<file path="config.mk">
export PLATFORM = sky130hd
export DESIGN_NAME = sprite_anim_render
export DESIGN_NICKNAME = d
export VERILOG_FILES = /design/src/rtl/sprite_anim_render.sv
export SDC_FILE = /design/constraint.sdc
export NUM_CORES = 1
export LEC_CHECK = 0
export CAP_MARGIN = 20
export CELL_PAD_IN_SITES_DETAIL_PLACEMENT = 0
export CELL_PAD_IN_SITES_GLOBAL_PLACEMENT = 2
export CORE_ASPECT_RATIO = 0.6
export CORE_MARGIN = 2
export CORE_UTILIZATION = 31
export CTS_CLUSTER_DIAMETER = 40
export CTS_CLUSTER_SIZE = 28
export DETAILED_ROUTE_END_ITERATION = 8
export GPL_ROUTABILITY_DRIVEN = 0
export GPL_TIMING_DRIVEN = 0
export HOLD_SLACK_MARGIN = 0.15
export PLACE_DENSITY = 0.81
export SYNTH_ARGS = -nofsm -noshare
export SYNTH_HDL_FRONTEND = slang
export SYNTH_SLANG_ARGS = --single-unit
</file>
<file path="constraint.sdc">
create_clock -name clk -period 3.01 [get_ports clk]
set_input_delay 0.602 -clock clk [delete_from_list [all_inputs] [get_ports clk]]
set_output_delay 0.602 -clock clk [all_outputs]
set_load 0.005 [all_outputs]
</file>
<file path="src/rtl/sprite_anim_render.sv">
// Sprite renderer: hit test, ROM address generation, colour-key output stage and animation FSM.
// Optional SPRITE_SCALE2X_EN doubles the on-screen size of the sprite.
module sprite_anim_render #(
  parameter int          WIDTH           = 32,
  parameter int          HEIGHT          = 32,
  parameter int          FRAMES          = 4,
  parameter int          ADDR_W          = 16,
  parameter int          ROM_LAT         = 1,
  parameter int          TICKS_PER_FRAME = 6,
  parameter logic [15:0] TRANS_KEY       = 16'hffff
) (
  input  logic              clk,
  input  logic              rst,
  input  logic [9:0]        x,
  input  logic [8:0]        y,
  input  logic [9:0]        posx,
  input  logic [8:0]        posy,
  input  logic              enable,
  input  logic              flip_h,
  input  logic              frame_tick,
  input  logic              play,
  input  logic              oneshot,
  output logic [ADDR_W-1:0] rom_addr,
  input  logic [15:0]       rom_data,
  output logic [15:0]       color,
  output logic              is_display,
  output logic [3:0]        frame_idx,
  output logic              done
);

`ifdef SPRITE_SCALE2X_EN
  localparam int SCALE_SH = 1;
`else
  localparam int SCALE_SH = 0;
`endif

  localparam int          FRAME_SZ = WIDTH * HEIGHT;
  localparam logic [10:0] SPAN_X   = 11'(WIDTH << SCALE_SH);
  localparam logic [10:0] SPAN_Y   = 11'(HEIGHT << SCALE_SH);

  typedef enum logic [1:0] {ST_STOP, ST_PLAY, ST_DONE} state_t;

  state_t            state;
  logic [7:0]        tick_cnt;
  logic [ROM_LAT:0]  hit_pipe;

  logic [10:0]       x_ext, px_ext, y_ext, py_ext;
  logic [10:0]       dx, dy, col_raw, col, row;
  logic              in_range, hit;
  logic [ADDR_W-1:0] addr_next;

  // Widened arithmetic keeps posx+span from wrapping back onto column 0.
  always_comb begin
    x_ext    = {1'b0, x};
    px_ext   = {1'b0, posx};
    y_ext    = {2'b0, y};
    py_ext   = {2'b0, posy};
    dx       = x_ext - px_ext;
    dy       = y_ext - py_ext;
    in_range = (posx < 10'd640) && (posy < 9'd480);
    hit      = enable && in_range &&
               (x_ext >= px_ext) && (x_ext < px_ext + SPAN_X) &&
               (y_ext >= py_ext) && (y_ext < py_ext + SPAN_Y);
    col_raw  = dx >> SCALE_SH;
    row      = dy >> SCALE_SH;
    col      = flip_h ? (11'(WIDTH - 1) - col_raw) : col_raw;
    addr_next = ADDR_W'(frame_idx) * ADDR_W'(FRAME_SZ)
              + ADDR_W'(row) * ADDR_W'(WIDTH)
              + ADDR_W'(col);
  end

  // hit_pipe[ROM_LAT] lines up with rom_data for the address issued with that hit.
  always_ff @(posedge clk or posedge rst) begin
    if (rst) begin
      rom_addr   <= '0;
      hit_pipe   <= '0;
      color      <= TRANS_KEY;
      is_display <= 1'b0;
    end else begin
      if (hit)
        rom_addr <= addr_next;
      hit_pipe <= {hit_pipe[ROM_LAT-1:0], hit};
      if (hit_pipe[ROM_LAT] && (rom_data != TRANS_KEY)) begin
        color      <= rom_data;
        is_display <= 1'b1;
      end else begin
        color      <= TRANS_KEY;
        is_display <= 1'b0;
      end
    end
  end

  // Frames only advance on frame_tick, so a change never lands mid video frame.
  always_ff @(posedge clk or posedge rst) begin
    if (rst) begin
      state     <= ST_STOP;
      tick_cnt  <= '0;
      frame_idx <= '0;
      done      <= 1'b0;
    end else begin
      case (state)
        ST_STOP: begin
          if (play) begin
            state    <= ST_PLAY;
            tick_cnt <= '0;
          end
        end
        ST_PLAY: begin
          if (!play) begin
            state <= ST_STOP;
          end else if (frame_tick) begin
            if (tick_cnt == 8'(TICKS_PER_FRAME - 1)) begin
              tick_cnt <= '0;
              if (frame_idx == 4'(FRAMES - 1)) begin
                if (oneshot) begin
                  done  <= 1'b1;
                  state <= ST_DONE;
                end else begin
                  frame_idx <= '0;
                end
              end else begin
                frame_idx <= frame_idx + 4'd1;
              end
            end else begin
              tick_cnt <= tick_cnt + 8'd1;
            end
          end
        end
        ST_DONE: begin
          if (!play) begin
            state     <= ST_STOP;
            done      <= 1'b0;
            frame_idx <= '0;
          end
        end
        default: state <= ST_STOP;
      endcase
    end
  end

endmodule

</file>
==> impl_metrics.yaml <==
floorplanning:
  die_h_um: 91.29
  core_area_um2: 12220
  die_x_um: 149.5
  rows: 31
  pin_count: 99
  initial_utilization_pct: 32.22
  die_area_um2: 13640
power:
  p_per_area_nw_per_um2: 496.9
  vdd_drop_max_v: 0.0002200
  p_leak_nw: 2.712
  pwr-share-clk_pct: 19.3
  p_total_mw: 3.051
  internal_power_mw: 2.057
  p_seq_share_pct: 28.5
  p_comb_share_pct: 52.3
  p_sw_uw: 993.8
  swShare_pct: 32.58
global_routing:
  grtUsageTotal_pct: 15.57
  globalRouteOverflowTotal: 0
  grt_pass1_vias: 3323
  grt_max_degree: 38
  grt_pass1_wl_mm: 16.91
  antenna_found_initial: 0
drt:
  wl_mm: 10.37
  wl_per_cell_um: 14.59
  drc: 0
  postRouteAntennaNets: 0
  vias_per_cell: 4.768
  drtIter0Drc: 92
  vias: 3390
  drtPass1Iterations: 4
yosys:
  synthCells: 402
  syn_area_per_cell_um2: 9.792
  synth_edf_count: 0
  ys_async_sr_fraction_pct: 100.0
  synth_most_common_cell: "ha_1"
  synth_top_area_cell: "dfrtp_1"
  syn_nets: 518
  synth_ff_type: "dfrtp_1"
  synth_cell_types: 55
  ys_warn_count: 0
  synth.yosys.seq_area_share_pct: 32.29
  synthTopCellsByCount: "ha_1, dfrtp_1, inv_1, o21ai_0, xnor2_1"
  syn-cell-area_um2: 3936
  synthTopCellsByArea: "dfrtp_1, ha_1, dfstp_2"
  netlist.area_leader.share_pct: 21.61
  ys_seq_elements: 50
sta:
  max_freq_ghz: 0.2497
  tightest_slew_ns: 0.4085
  fin_tns_setup_ns: -6.129
  fin_crit_ns: 4.005
  layout_setup_ws_ns: -0.9953
  fin_crit_sh_pct: 133.1
  slew-limit-headroom_pct: 72.66
  finalClockSkew_ns: 0.005529
  drv_slew: 0
  hold_viol_final: 0
  final-setup-viol-count: 9
  grt_setup_unrepaired: "yes"
worst_setup_path:
  critPathMaxFanout: 3
  arrival_ns: 4.19
  cp-start-kind: "input port"
  critPathRequiredTime_ns: 3.19
  critPathKind: "in -> reg"
  crit_path_end_kind: "flip-flop"
outcome:
  outcome: "complete, but fails checks"
  violations: "negative setup slack"
clock_network:
  cts_tree: "done"
  clock_latency_ns: 0.29
  cts-root-buf: "clkbuf_16"
  numClockSinks: 50
  cts_buffers: 5
  clockBufferDepth: 2
  clk_pin_slew_ns: 0.07
  cts_htree_levels: 2
worst_hold_path:
  hp-class: "reg -> reg"
final_layout:
  final_layout_size_suffix_gt1_share_pct: 32.42
  antenna_cells: 0
  nFillCells: 1139
  area_growth_pct: 55.98
  nNetsFinal: 661
place:
  portBuffers: 98
  hpwl_mm: 7.902
  pre_cts_ws_ns: -2.016
run:
  maxCapViolations: 0
[logic make-up after synthesis]
kind of cell / after synthesis / share of synthesized area (%)
DFF: 50 / 32.29
adders and majority gates: 55 / 18.25
and+or+nand+nor: 111 / 15.04
AOI/OAI and AO/OA: 89 / 15.29
xor gates and xnor gates: 37 / 8.233
buffers and inverters: 41 / 4.704
muxes: 19 / 6.198
[power by group through the flow]
stage	clock network, mW	registers (mW)	logic (mW)
floorplan	0	0.873	0.758
global placement	0	0.879	1.23
detailed placement	0	0.882	1.24
CTS	0.614	0.872	1.55
global route	0.650	0.889	1.75
finish	0.588	0.869	1.59
[cell type report]
type / count / area [µm²] / area share (%)
clock buffers: 5 / 125.1 / 2.038
repair buffers: 137 / 1325 / 21.58
inverters: 32 / 132.6 / 2.160
flip-flops and latches: 50 / 1271 / 20.71
well taps: 165 / 206.4 / 3.363
clock inverters: 3 / 28.78 / 0.4687
plain buffers: 8 / 81.33 / 1.325
multi-input cells: 311 / 2969 / 48.36
[routing by layer]
layer  global-route usage, %  part of all wire (%)  vias up
li1                        -                     -     1710
met1                   24.82                    55     1591
met2                   21.48                    39       81
met3                   3.367                   5.2        8
met4                   2.143                  0.51        0
met5                       0                     0        -
[registers in the layout, indices dropped and copies added (netlist names)]
signal / flops
hit_pipe: 2
done: 1
state: 2
color: 16
frame_idx: 4
tick_cnt: 8
rom_addr: 16
is_display: 1
[metrics by stage]
step | cell area [µm²] | instances | utilization, % | hold slack [ns]
after global placement | 5215 | 665 | 42.68 | 0.3349
after detailed placement | 5235 | 666 | 42.85 | 0.3347
after global routing | 6140 | 711 | 50.25 | 0.3743
after CTS | 6036 | 706 | 49.40 | 0.3620
after floorplan | 4028 | 402 | - | 0.3312
final | 6140 | 711 | 50.25 | 0.3676
[worst paths after layout]
check	from	to	slack (ns)	depth (start not counted)
max in group asynchronous	rst	color[9]	1.83	3
hold / removal	hit_pipe[0]	hit_pipe[1]	0.37	0
hold reg to reg	hit_pipe[0]	hit_pipe[1]	0.37	0
setup / recovery	x[0]	rom_addr[14]	-1.0	21
setup reg to reg	tick_cnt[1]	frame_idx[3]	0.66	9
min in group asynchronous	rst	state[0]	0.61	2
[layout by cell type (no fill, tap or decap), types with 13 or more instances in the layout]
cell type,netlist,layout
nand2_1,21,18
dlygate4sd2_1,0,13
ha_1,51,31
nor2_1,21,17
inv_1,32,19
dfstp_2,16,16
dfrtp_1,34,34
ha_4,0,18
xnor2_1,25,20
mux2_4,9,15
a21o_1,13,13
buf_4,0,32
clkdlybuf4s50_1,0,72
o21ai_0,25,21
[timing repair]
| action | in CTS | in global routing |
|---|---|---|
| gates cloned | 1 | 0 |
| hold buffers | 0 | 0 |
| endpoints found under the hold margin | 0 | 0 |
| pin swaps | 45 | 16 |
| resized for setup | 111 | 19 |
| setup buffers | 33 | 6 |
| endpoints found under the setup margin | 16 | 16 |
[critical path, stage by stage]
cell,delay (ns)
buf_8,0.11
inv_12,0.04
ha_4,0.11
inv_2,0.04
fa_2,0.39
a21oi_4,0.18
o2bb2ai_4,0.10
nor2_4,0.13
xor2_2,0.20
ha_4,0.23
nand2_2,0.06
o21ai_2,0.05
ha_1,0.32
ha_4,0.18
fa_2,0.35
a21o_1,0.19
a21oi_2,0.17
o21ai_2,0.10
o41ai_2,0.24
xnor2_1,0.12
mux2_4,0.26
(Power assumes the default switching activity.)
